File: src/rtl/overlay_sprite_engine_pkg.sv
// Shared constants for the overlay sprite engine: geometry/pixel widths,
// board colours, default key thresholds and the transparency-key function.
package overlay_sprite_engine_pkg;

  localparam int RESO_W = 10;
  localparam int PX_W   = 12;

  localparam logic [PX_W-1:0] COL_BOARD_BACK = 12'hdb8;
  localparam logic [PX_W-1:0] COL_LINE       = 12'h000;
  localparam logic [PX_W-1:0] COL_BLUE       = 12'h00f;
  localparam logic [PX_W-1:0] COL_RED        = 12'hf00;

  localparam logic [3:0]      DEF_LIM_R    = 4'h8;
  localparam logic [3:0]      DEF_LIM_G    = 4'h6;
  localparam logic [3:0]      DEF_LIM_B    = 4'h4;
  localparam logic [PX_W-1:0] DEF_KEY_DARK = 12'h222;

  // Light-key drops near-white paper; dark-key drops near-black background.
  function automatic logic is_transparent(input logic [PX_W-1:0] px,
                                          input logic            dark_mode,
                                          input logic [3:0]      lim_r,
                                          input logic [3:0]      lim_g,
                                          input logic [3:0]      lim_b,
                                          input logic [PX_W-1:0] key_dark);
    if (dark_mode)
      return px <= key_dark;
    return (px[11:8] > lim_r) && (px[7:4] > lim_g) && (px[3:0] > lim_b);
  endfunction

endpackage

File: src/rtl/overlay_sprite_engine_channel_ctr.sv
// Per-window hit compare and linear ROM pointer; the pointer trails the
// raster by one cycle and is armed by the first origin pixel after reset.
module overlay_channel_ctr
  import overlay_sprite_engine_pkg::*;
#(
  parameter int              ADDR_W = 12,
  parameter logic [RESO_W-1:0] X0     = '0,
  parameter logic [RESO_W-1:0] Y0     = '0,
  parameter logic [RESO_W-1:0] W      = 10'd15,
  parameter logic [RESO_W-1:0] H      = 10'd100,
  parameter logic              ROT180 = 1'b0
) (
  input  logic              vga_clk,
  input  logic              rst_n,
  input  logic [RESO_W-1:0] h_cnt,
  input  logic [RESO_W-1:0] v_cnt,
  output logic              hit,
  output logic              armed_eff,
  output logic [ADDR_W-1:0] ptr
);

  localparam int              AREA = int'(W) * int'(H);
  localparam logic [ADDR_W-1:0] LAST = ADDR_W'(AREA - 1);

  logic armed;
  logic origin;
  logic in_x;
  logic in_y;

  assign in_x   = (h_cnt >= X0) && ({1'b0, h_cnt} < ({1'b0, X0} + {1'b0, W}));
  assign in_y   = (v_cnt >= Y0) && ({1'b0, v_cnt} < ({1'b0, Y0} + {1'b0, H}));
  assign hit    = in_x && in_y;
  assign origin = (h_cnt == X0) && (v_cnt == Y0);
  // The origin pixel itself qualifies, before the armed flop has updated.
  assign armed_eff = armed || origin;

  always_ff @(posedge vga_clk or negedge rst_n) begin
    if (!rst_n) begin
      ptr   <= '0;
      armed <= 1'b0;
    end else if (origin) begin
      ptr   <= ROT180 ? LAST : '0;
      armed <= 1'b1;
    end else if (hit) begin
      ptr   <= ROT180 ? ptr - 1'b1 : ptr + 1'b1;
    end
  end

endmodule

File: src/rtl/overlay_sprite_engine.sv
// Multi-window sprite overlay: per-channel ROM addressing, latency-aligned
// keying with blink gating, and a lowest-index-wins priority mux.
module overlay_sprite_engine
  import overlay_sprite_engine_pkg::*;
#(
  parameter int                       N_CH        = 6,
  parameter int                       ADDR_W      = 12,
  parameter logic [RESO_W*N_CH-1:0]   CH_X0       = {N_CH{10'd0}},
  parameter logic [RESO_W*N_CH-1:0]   CH_Y0       = {N_CH{10'd0}},
  parameter logic [RESO_W*N_CH-1:0]   CH_W        = {N_CH{10'd15}},
  parameter logic [RESO_W*N_CH-1:0]   CH_H        = {N_CH{10'd100}},
  parameter logic [N_CH-1:0]          CH_ROT180   = '0,
  parameter logic [N_CH-1:0]          CH_KEY_MODE = '0,
  parameter logic [3:0]               LIM_R       = DEF_LIM_R,
  parameter logic [3:0]               LIM_G       = DEF_LIM_G,
  parameter logic [3:0]               LIM_B       = DEF_LIM_B,
  parameter logic [PX_W-1:0]          KEY_DARK    = DEF_KEY_DARK,
  parameter int                       ROM_LAT     = 1,
  parameter int                       BLINK_SHIFT = 5
) (
  input  logic                     vga_clk,
  input  logic                     rst_n,
  input  logic [RESO_W-1:0]        h_cnt,
  input  logic [RESO_W-1:0]        v_cnt,
  input  logic [N_CH-1:0]          ch_en,
  input  logic [N_CH-1:0]          ch_blink,
  output logic [N_CH*ADDR_W-1:0]   rom_addr,
  input  logic [N_CH*PX_W-1:0]     rom_data,
  output logic                     ovl_valid,
  output logic [PX_W-1:0]          ovl_px,
  output logic [2:0]               ovl_ch
);

  logic [N_CH-1:0]              hit;
  logic [N_CH-1:0]              armed_eff;
  logic [N_CH-1:0]              q_hit;
  logic [ROM_LAT:0][N_CH-1:0]   q_pipe;
  logic [7:0]                   frame_cnt;
  logic                         blink_on;
  logic                         win_valid;
  logic [PX_W-1:0]              win_px;
  logic [2:0]                   win_ch;

  for (genvar i = 0; i < N_CH; i++) begin : g_ch
    overlay_channel_ctr #(
      .ADDR_W (ADDR_W),
      .X0     (CH_X0[RESO_W*i +: RESO_W]),
      .Y0     (CH_Y0[RESO_W*i +: RESO_W]),
      .W      (CH_W[RESO_W*i +: RESO_W]),
      .H      (CH_H[RESO_W*i +: RESO_W]),
      .ROT180 (CH_ROT180[i])
    ) u_ctr (
      .vga_clk   (vga_clk),
      .rst_n     (rst_n),
      .h_cnt     (h_cnt),
      .v_cnt     (v_cnt),
      .hit       (hit[i]),
      .armed_eff (armed_eff[i]),
      .ptr       (rom_addr[ADDR_W*i +: ADDR_W])
    );
  end

  assign blink_on = frame_cnt[BLINK_SHIFT];
  assign q_hit    = hit & armed_eff & ch_en & ~(ch_blink & {N_CH{~blink_on}});

  always_ff @(posedge vga_clk or negedge rst_n) begin
    if (!rst_n) begin
      frame_cnt <= '0;
      q_pipe    <= '0;
    end else begin
      if (h_cnt == '0 && v_cnt == '0)
        frame_cnt <= frame_cnt + 8'd1;
      // One stage for the pointer register plus ROM_LAT stages for the ROM.
      q_pipe <= {q_pipe[ROM_LAT-1:0], q_hit};
    end
  end

  // Scan from the top index down so the lowest opaque channel is written last.
  always_comb begin
    win_valid = 1'b0;
    win_px    = '0;
    win_ch    = '0;
    for (int i = N_CH - 1; i >= 0; i--) begin
      if (q_pipe[ROM_LAT][i] &&
          !is_transparent(rom_data[PX_W*i +: PX_W], CH_KEY_MODE[i],
                          LIM_R, LIM_G, LIM_B, KEY_DARK)) begin
        win_valid = 1'b1;
        win_px    = rom_data[PX_W*i +: PX_W];
        win_ch    = 3'(i);
      end
    end
  end

  always_ff @(posedge vga_clk or negedge rst_n) begin
    if (!rst_n) begin
      ovl_valid <= 1'b0;
      ovl_px    <= '0;
      ovl_ch    <= '0;
    end else begin
      ovl_valid <= win_valid;
      ovl_px    <= win_px;
      ovl_ch    <= win_ch;
    end
  end

endmodule

File: config.mk
export PLATFORM = sky130hd
export DESIGN_NAME = overlay_sprite_engine
export DESIGN_NICKNAME = d
export VERILOG_FILES = /design/src/rtl/overlay_sprite_engine_pkg.sv /design/src/rtl/overlay_sprite_engine_channel_ctr.sv /design/src/rtl/overlay_sprite_engine.sv
export SDC_FILE = /design/constraint.sdc
export NUM_CORES = 1
export LEC_CHECK = 0
export ABC_CLOCK_PERIOD_IN_PS = 2400
export CORE_MARGIN = 2
export CORE_UTILIZATION = 30
export DETAILED_ROUTE_END_ITERATION = 10
export GPL_TIMING_DRIVEN = 0
export SYNTH_ARGS = -nofsm -noshare
export SYNTH_HDL_FRONTEND = slang
export SYNTH_SLANG_ARGS = --single-unit
File: constraint.sdc
create_clock -name vga_clk -period 2.4 [get_ports vga_clk]
set_input_delay 0.48 -clock vga_clk [delete_from_list [all_inputs] [get_ports vga_clk]]
set_output_delay 0.48 -clock vga_clk [all_outputs]
set_load 0.01 [all_outputs]
Word-level counts from Yosys, hierarchy flattened
Cells that the tools add are included.

Add/sub/neg operators: 7. $mul: 0. Divide/modulo/power cells: 0. Order comparisons: 22. Equal/unequal tests: 0. Shift operators: 0. Mux-type cells: 30. Bitwise logic cells: 6. Reduce and logical (&&, ||, !) cells: 32.

Operators with widths (count): $mux 12 (18); $add 12x1->12 const B (6); $gt 4x3->1 const B (12); $and 6x6->6 (4); $gt 4x4->1 const B (6); $logic_and 1x1->1 (22); $ge 10x1->1 const B (2); $logic_not 10->1 (2); $mux 3 (6); $lt 10x4->1 const B (1); $lt 10x7->1 const B (1); $add 8x1->8 const B (1); $logic_not 1->1 (6); $mux 1 (6); $not 6->6 (1); $reduce_bool 2->1 (1); $logic_or 1x1->1 (1); $not 1->1 (1).

Register bits: 109. Bits in latches: 0. Memory bits (writable): 0. Bits in read-only memories: 0. Input port bits: 106. Output and inout port bits: 88. Memories: 0.

Depth between registers and ports, before layout
Word-level depth: 11. Gate-level depth with buffers: 8. Mapped depth without buffers: 6.

Cells and area by module
Synthesis repeated with hierarchy kept, for this count alone.

Cell total of the unflattened synthesis: 753. Area total of the unflattened synthesis: 6777.8 µm².

By module, submodules not included: overlay_channel_ctr (times used 6, cells an instance 89, area an instance 797.0 µm², seq. area each 325.3 µm²); overlay_sprite_engine (times used 1, cells an instance 219, area an instance 1995.7 µm², seq. area each 850.8 µm²).

Worst setup path after synthesis
OpenSTA, ideal clock, no wires.

Path kind: in2reg. From: input port v_cnt[2]. To: register g_ch[4].u_ctr.ptr[10]. Data arrival time: 2105 ps. Required time: 2321 ps. Path slack: 216 ps. Stages: 7. Path buffers: 1. Cells stage by stage: or3_1 > a31o_1 > buf_6 > nor4_4 > nand4_2 > or3_1 > a21oi_1.

Longest elaborated chain between the ends: 4.

Ends and longest elaborated chain: from (decl) (line overlay_sprite_engine.sv:24) `input logic [RESO_W-1:0] v_cnt,`; $ge 10x1->1 or $lt 10x7->1 (tied branches) (line overlay_sprite_engine_channel_ctr.sv:31) `assign in_y = (v_cnt >= Y0) && ({1'b0, v_cnt} < ({1'b0, Y0} + {1'b0, H}));`; $logic_and 1x1->1 (line overlay_sprite_engine_channel_ctr.sv:31); $logic_and 1x1->1 (line overlay_sprite_engine_channel_ctr.sv:32) `assign hit = in_x && in_y;`; $reduce_bool 2->1 (no line); to (signal assigned) (line overlay_sprite_engine_channel_ctr.sv:42) `ptr <= ROT180 ? LAST : '0;`; to (signal assigned) (line overlay_sprite_engine_channel_ctr.sv:45) `ptr <= ROT180 ? ptr - 1'b1 : ptr + 1'b1;`; to (decl) (line overlay_sprite_engine_channel_ctr.sv:19) `output logic [ADDR_W-1:0] ptr`.

Parallel ways exist; a longest one is shown, timed or not. A chain may end at the register's enable or synchronous reset.

Worst setup path in the final report
From: input port rom_data[49]. To: register ovl_px[8].

Longest elaborated chain between the ends: 9.

Ends and longest elaborated chain: from (decl) (line overlay_sprite_engine.sv:28) `input logic [N_CH*PX_W-1:0] rom_data,`; $gt 4x3->1 (line overlay_sprite_engine_pkg.sv:27) `return (px[11:8] > lim_r) && (px[7:4] > lim_g) && (px[3:0] > lim_b);`; $logic_and 1x1->1 (line overlay_sprite_engine_pkg.sv:27); $logic_not 1->1 (line overlay_sprite_engine.sv:85) `!is_transparent(rom_data[PX_W*i +: PX_W], CH_KEY_MODE[i],`; $logic_and 1x1->1 (line overlay_sprite_engine.sv:84) `if (q_pipe[ROM_LAT][i] &&`; $mux 12 (5 in series) (line overlay_sprite_engine.sv:84); net win_px[8] (line overlay_sprite_engine.sv:41) `logic [PX_W-1:0] win_px;`; to (signal assigned) (line overlay_sprite_engine.sv:101) `ovl_px <= win_px;`; to (decl) (line overlay_sprite_engine.sv:30) `output logic [PX_W-1:0] ovl_px,`.

The timed path passes the listed nets, and every way through them passes these cells.

==> impl_summary.md <==
Power and ir drop
The worst vdd rail ir drop is 0.3344 mV. Power spread over the standard cell area amounts to 444.8 nW/µm². In this run the static leakage power is 0.003581 µW.

After layout, the design draws a total of 3657 µW.

Cells and area
In the final layout, the multi-input gates occupy 2743 µm². 0 antenna diodes ended up in the layout. The share of cells above drive strength 1 is 0.1018.

The net count of the finished layout is 894. Across the whole layout, storage elements account for 2678 µm². After filler insertion, the fill cell instance count of the layout stands at 1655. From synthesis to final layout, the design area changed by 51.44%. The count of non-filler cells in the finished layout is 1015.

Placed design
The number of port buffers is 193. Detailed placement ended at an HPWL of 14230 µm. The congestion estimate from routability-driven global placement came to 0.9195. After detailed placement, the design holds a cell count of 989.

Prior to clock tree synthesis, the placed netlist has a worst setup slack of -0.8518 ns.

Detailed routing
The sum of routed wire length over all layers is 18870 µm. The number of nets with antenna violations after detailed routing is 0. After detailed routing, the average wire length per cell comes to 18.59 µm. In the routed design, unresolved DRC markers number 0. The number of vias in the routed layout is 5281. The detail-routed via count per cell is 5.203. The iteration-0 DRC count of the detailed router is 299. Before antenna repair, the detailed router went through 5 iterations.

Worst setup path
The largest delay contributor family on the critical path is compound AO/OA/AOI/OAI gates. The worst setup path is launched from an input port. The slowest stage of the critical path is the sky130_fd_sc_hd__clkdlybuf4s50_1 cell. For the worst setup path, the data required time is 2.62 ns. The data arrival time of the critical path is 2.74 ns.

Along the worst path, the maximum fanout reaches 8. The number of buffers and inverters on the critical path is 2. The signal on the critical path passes through clkdlybuf4s50_1 -> o21a_1 -> nor2_1 -> o31a_1 -> buf_4 -> nor3_4 -> a22oi_1 -> a21oi_1. STA classifies the critical path endpoint as a flip-flop. For this run, the slowest stage of the critical path takes 0.50 ns. The type of the worst setup path is input port to flip-flop.

Logic synthesis
The sequential cell area fraction in the yosys report is 0.4932. The number of distinct library cells after synthesis is 52. In the post-synthesis netlist, the biggest area contributors are sky130_fd_sc_hd__dfrtp_1 (49%), sky130_fd_sc_hd__xor2_1 (6.1%), sky130_fd_sc_hd__nor2_1 (5.5%). The count of mapped cells out of synthesis is 566.

The share of synthesized flip-flops with an asynchronous set or reset is 1.000. The cell area that synthesis handed to floorplanning was 5429 µm². After synthesis the netlist holds a flip-flop and latch count of 107.

The number of synthesized flops with an enable pin is 0. The most used flip-flop cell after synthesis is sky130_fd_sc_hd__dfrtp_1. The total number of yosys warnings is 0.

The largest area contributor in the netlist is sky130_fd_sc_hd__dfrtp_1. The net count after synthesis is 679. The share of synthesized area in the top cell type comes to 0.4932. The mean cell area of the mapped netlist is 9.592 µm².

Global route
The global routing usage summed across all routing layers is 0.1968. The via count of the first global-routing pass was 5402. The global-route wire length before repair is 29980 µm. The number of antenna violations at the first check in global routing is 0. The largest net degree at the start of global routing is 60. The total congestion overflow after global routing is 0.

Floorplan
The die is 138.5 µm tall. The total area inside the core boundary comes to 17840 µm². For this configuration, the core starts out at a cell density of 0.3043. The floorplan step defined a die boundary enclosing 19190 µm². The number of I/O pins is 194.

From left edge to right edge, the die measures 138.5 µm. After floorplanning, the core was divided into 49 placement rows.

STA
For this run, the top clock speed supported by timing is 0.3963 GHz. Setup repair after global routing could not meet its margin everywhere. Setup violations remaining at the end of the flow were counted as 1.

Headroom to the max-slew limit came out at 0.4648. The clock skew after layout is 0.009567 ns. For the pin with the worst max-slew slack, the measured transition is 0.8029 ns. Across all setup checks in the final design, the least slack found is -0.1236 ns.

The final count of hold timing violations is 0. Of the available clock period, the critical path in the final layout requires 1.051. The count of pins over their slew limit came to 0. The final critical path time including I/O delays and setup is 2.524 ns.

CTS
The number of buffers added by the clock tree synthesis step is 9. Clock-pin slew was measured on the worst setup and hold paths at 0.08 ns. The number of clock sinks is 107. The master cell of the clock root buffer is sky130_fd_sc_hd__clkbuf_16.

The number of buffers between clock root and the deepest sink is 2. TritonCTS built the clock tree. The count of H-tree levels built during CTS is 3. The clock network latency to the later pin of the worst-skew pair is 0.35 ns.

Outcome
The flow ran to the end, but the final reports show violations. The final reports fail on negative setup slack.

Min path
The worst hold path class is input port to async pin.

Flow run
The max-capacitance violation count is 0.
-- final timing paths --
check	startpoint	to	slack (ns)	cells after the start
max	rom_data[49]	ovl_px[8]$_DFF_PN0_	-0.12	8
min	rst_n	ovl_px[0]$_DFF_PN0_	0.21	1
min in group vga_clk	q_pipe[0]$_DFF_PN0_	q_pipe[6]$_DFF_PN0_	0.35	0
max reg2reg	q_pipe[10]$_DFF_PN0_	ovl_px[8]$_DFF_PN0_	0.59	5
min reg2reg	q_pipe[0]$_DFF_PN0_	q_pipe[6]$_DFF_PN0_	0.35	0
max in group asynchronous	rst_n	g_ch[4].u_ctr.ptr[11]$_DFFE_PN0P_	1.46	2
-- cell usage after synthesis, types with 9 or more instances --
library cell / number
sky130_fd_sc_hd__a21oi_1: 13
sky130_fd_sc_hd__a221oi_1: 9
sky130_fd_sc_hd__and3_1: 17
sky130_fd_sc_hd__clkbuf_1: 13
sky130_fd_sc_hd__dfrtp_1: 107
sky130_fd_sc_hd__inv_1: 16
sky130_fd_sc_hd__nand2_1: 47
sky130_fd_sc_hd__nand3_1: 25
sky130_fd_sc_hd__nand4_1: 19
sky130_fd_sc_hd__nor2_1: 80
sky130_fd_sc_hd__nor3_1: 12
sky130_fd_sc_hd__o21a_1: 9
sky130_fd_sc_hd__o21ai_0: 34
sky130_fd_sc_hd__xnor2_1: 21
sky130_fd_sc_hd__xor2_1: 38
-- cell families (layout without fill, tap and decap cells) --
family | Yosys count | in the layout | share of synthesized area
AO/OA/AOI/OAI | 119 | 119 | 0.1491
XOR/XNOR | 59 | 59 | 0.09518
adder cells (fa/ha/maj) | 7 | 7 | 0.01613
buffers and inverters | 37 | 256 | 0.02789
flip-flops | 107 | 107 | 0.4932
multiplexers | 2 | 2 | 0.003918
AND/OR/NAND/NOR | 235 | 236 | 0.2146
-- cell usage in the layout (no fill, tap or decap), drive strengths merged, types with 2 or more instances in the layout --
master / synthesis / routed
clkbuf: 13 / 22
and3: 17 / 17
nor2b: 2 / 2
nor3: 13 / 13
nand4: 20 / 20
nor2: 81 / 82
a22oi: 8 / 8
o41ai: 2 / 2
and2: 4 / 4
inv: 16 / 19
or3: 5 / 5
clkdlybuf4s50: 0 / 192
xnor2: 21 / 21
clkinv: 0 / 3
or2: 2 / 2
and4: 4 / 4
nand2: 47 / 47
a221oi: 9 / 9
o31a: 3 / 3
o221ai: 2 / 2
ha: 7 / 7
nand3: 25 / 25
a31oi: 8 / 8
o31ai: 5 / 5
nand2b: 2 / 2
o21a: 9 / 9
dfrtp: 107 / 107
buf: 8 / 20
a22o: 7 / 7
nor4: 11 / 11
o211ai: 4 / 4
xor2: 38 / 38
o21ai: 36 / 36
a21oi: 13 / 13
a31o: 9 / 9
-- power breakdown --
part,internal [µW],switching [µW]
Clock,758,734
Combinational,192,151
Sequential,1810,13.3
Total,2760,898
-- area by class of cell --
class                           instances  area share
Clock buffer                           10     0.02907
Timing Repair Buffer                  205      0.2481
Tap cell                              229     0.03485
Inverter                               16    0.007305
Sequential cell                       107      0.3257
Buffer                                 19     0.01446
Multi-Input combinational cell        423      0.3336
Clock inverter                          6    0.007000
-- per-layer routing --
| layer | up-vias | share of wire | wire [µm] | GRT usage |
|---|---|---|---|---|
| met1 | 2556 | 0.44 | 8221 | 0.2566 |
| li1 | 2459 | - | - | - |
| met5 | - | 0 | 0 | 0 |
| met3 | 34 | 0.069 | 1301 | 0.04745 |
| met2 | 232 | 0.47 | 8874 | 0.3174 |
| met4 | 0 | 0.025 | 473 | 0.07680 |
-- stage by stage --
step / hold slack [ns] / instance area (µm²) / util / TNS [ns]
2_1_floorplan: 0.1844 / 5429 / - / 0
3_3_place_gp: 0.3369 / 7647 / 0.4286 / -413.30
3_5_place_dp: 0.3397 / 7672 / 0.4300 / -57.77
4_1_cts: 0.2344 / 8144 / 0.4565 / -0.1622
5_1_grt: 0.2844 / 8222 / 0.4608 / -0.1095
6_report: 0.2073 / 8222 / 0.4608 / -0.1236
-- sequential cells by signal (all words and copies together), names as in the netlist --
signal / cells
ovl_px: 12
ovl_ch: 3
frame_cnt: 6
q_pipe: 12
g_ch.u_ctr.ptr: 72
ovl_valid: 1
g_ch.u_ctr.armed: 1
-- worst reg2reg max path: cells and delay by family (launching register included) --
family / cells / cell delay [ns]
AOI/OAI and AO/OA: 3 / 0.70
DFF: 1 / 0.42
and+or+nand+nor: 1 / 0.39
buffers and inverters: 1 / 0.17
-- timing repair --
action / CTS / global route
resized for setup: 34 / 12
buffers inserted: 5 / 6
hold endpoints to repair: 0 / 0
gates cloned: 1 / 0
hold buffers: 0 / 0
setup endpoints to repair: 92 / 74
pin swaps: 7 / 5
Power figures use the tool's default switching activity.
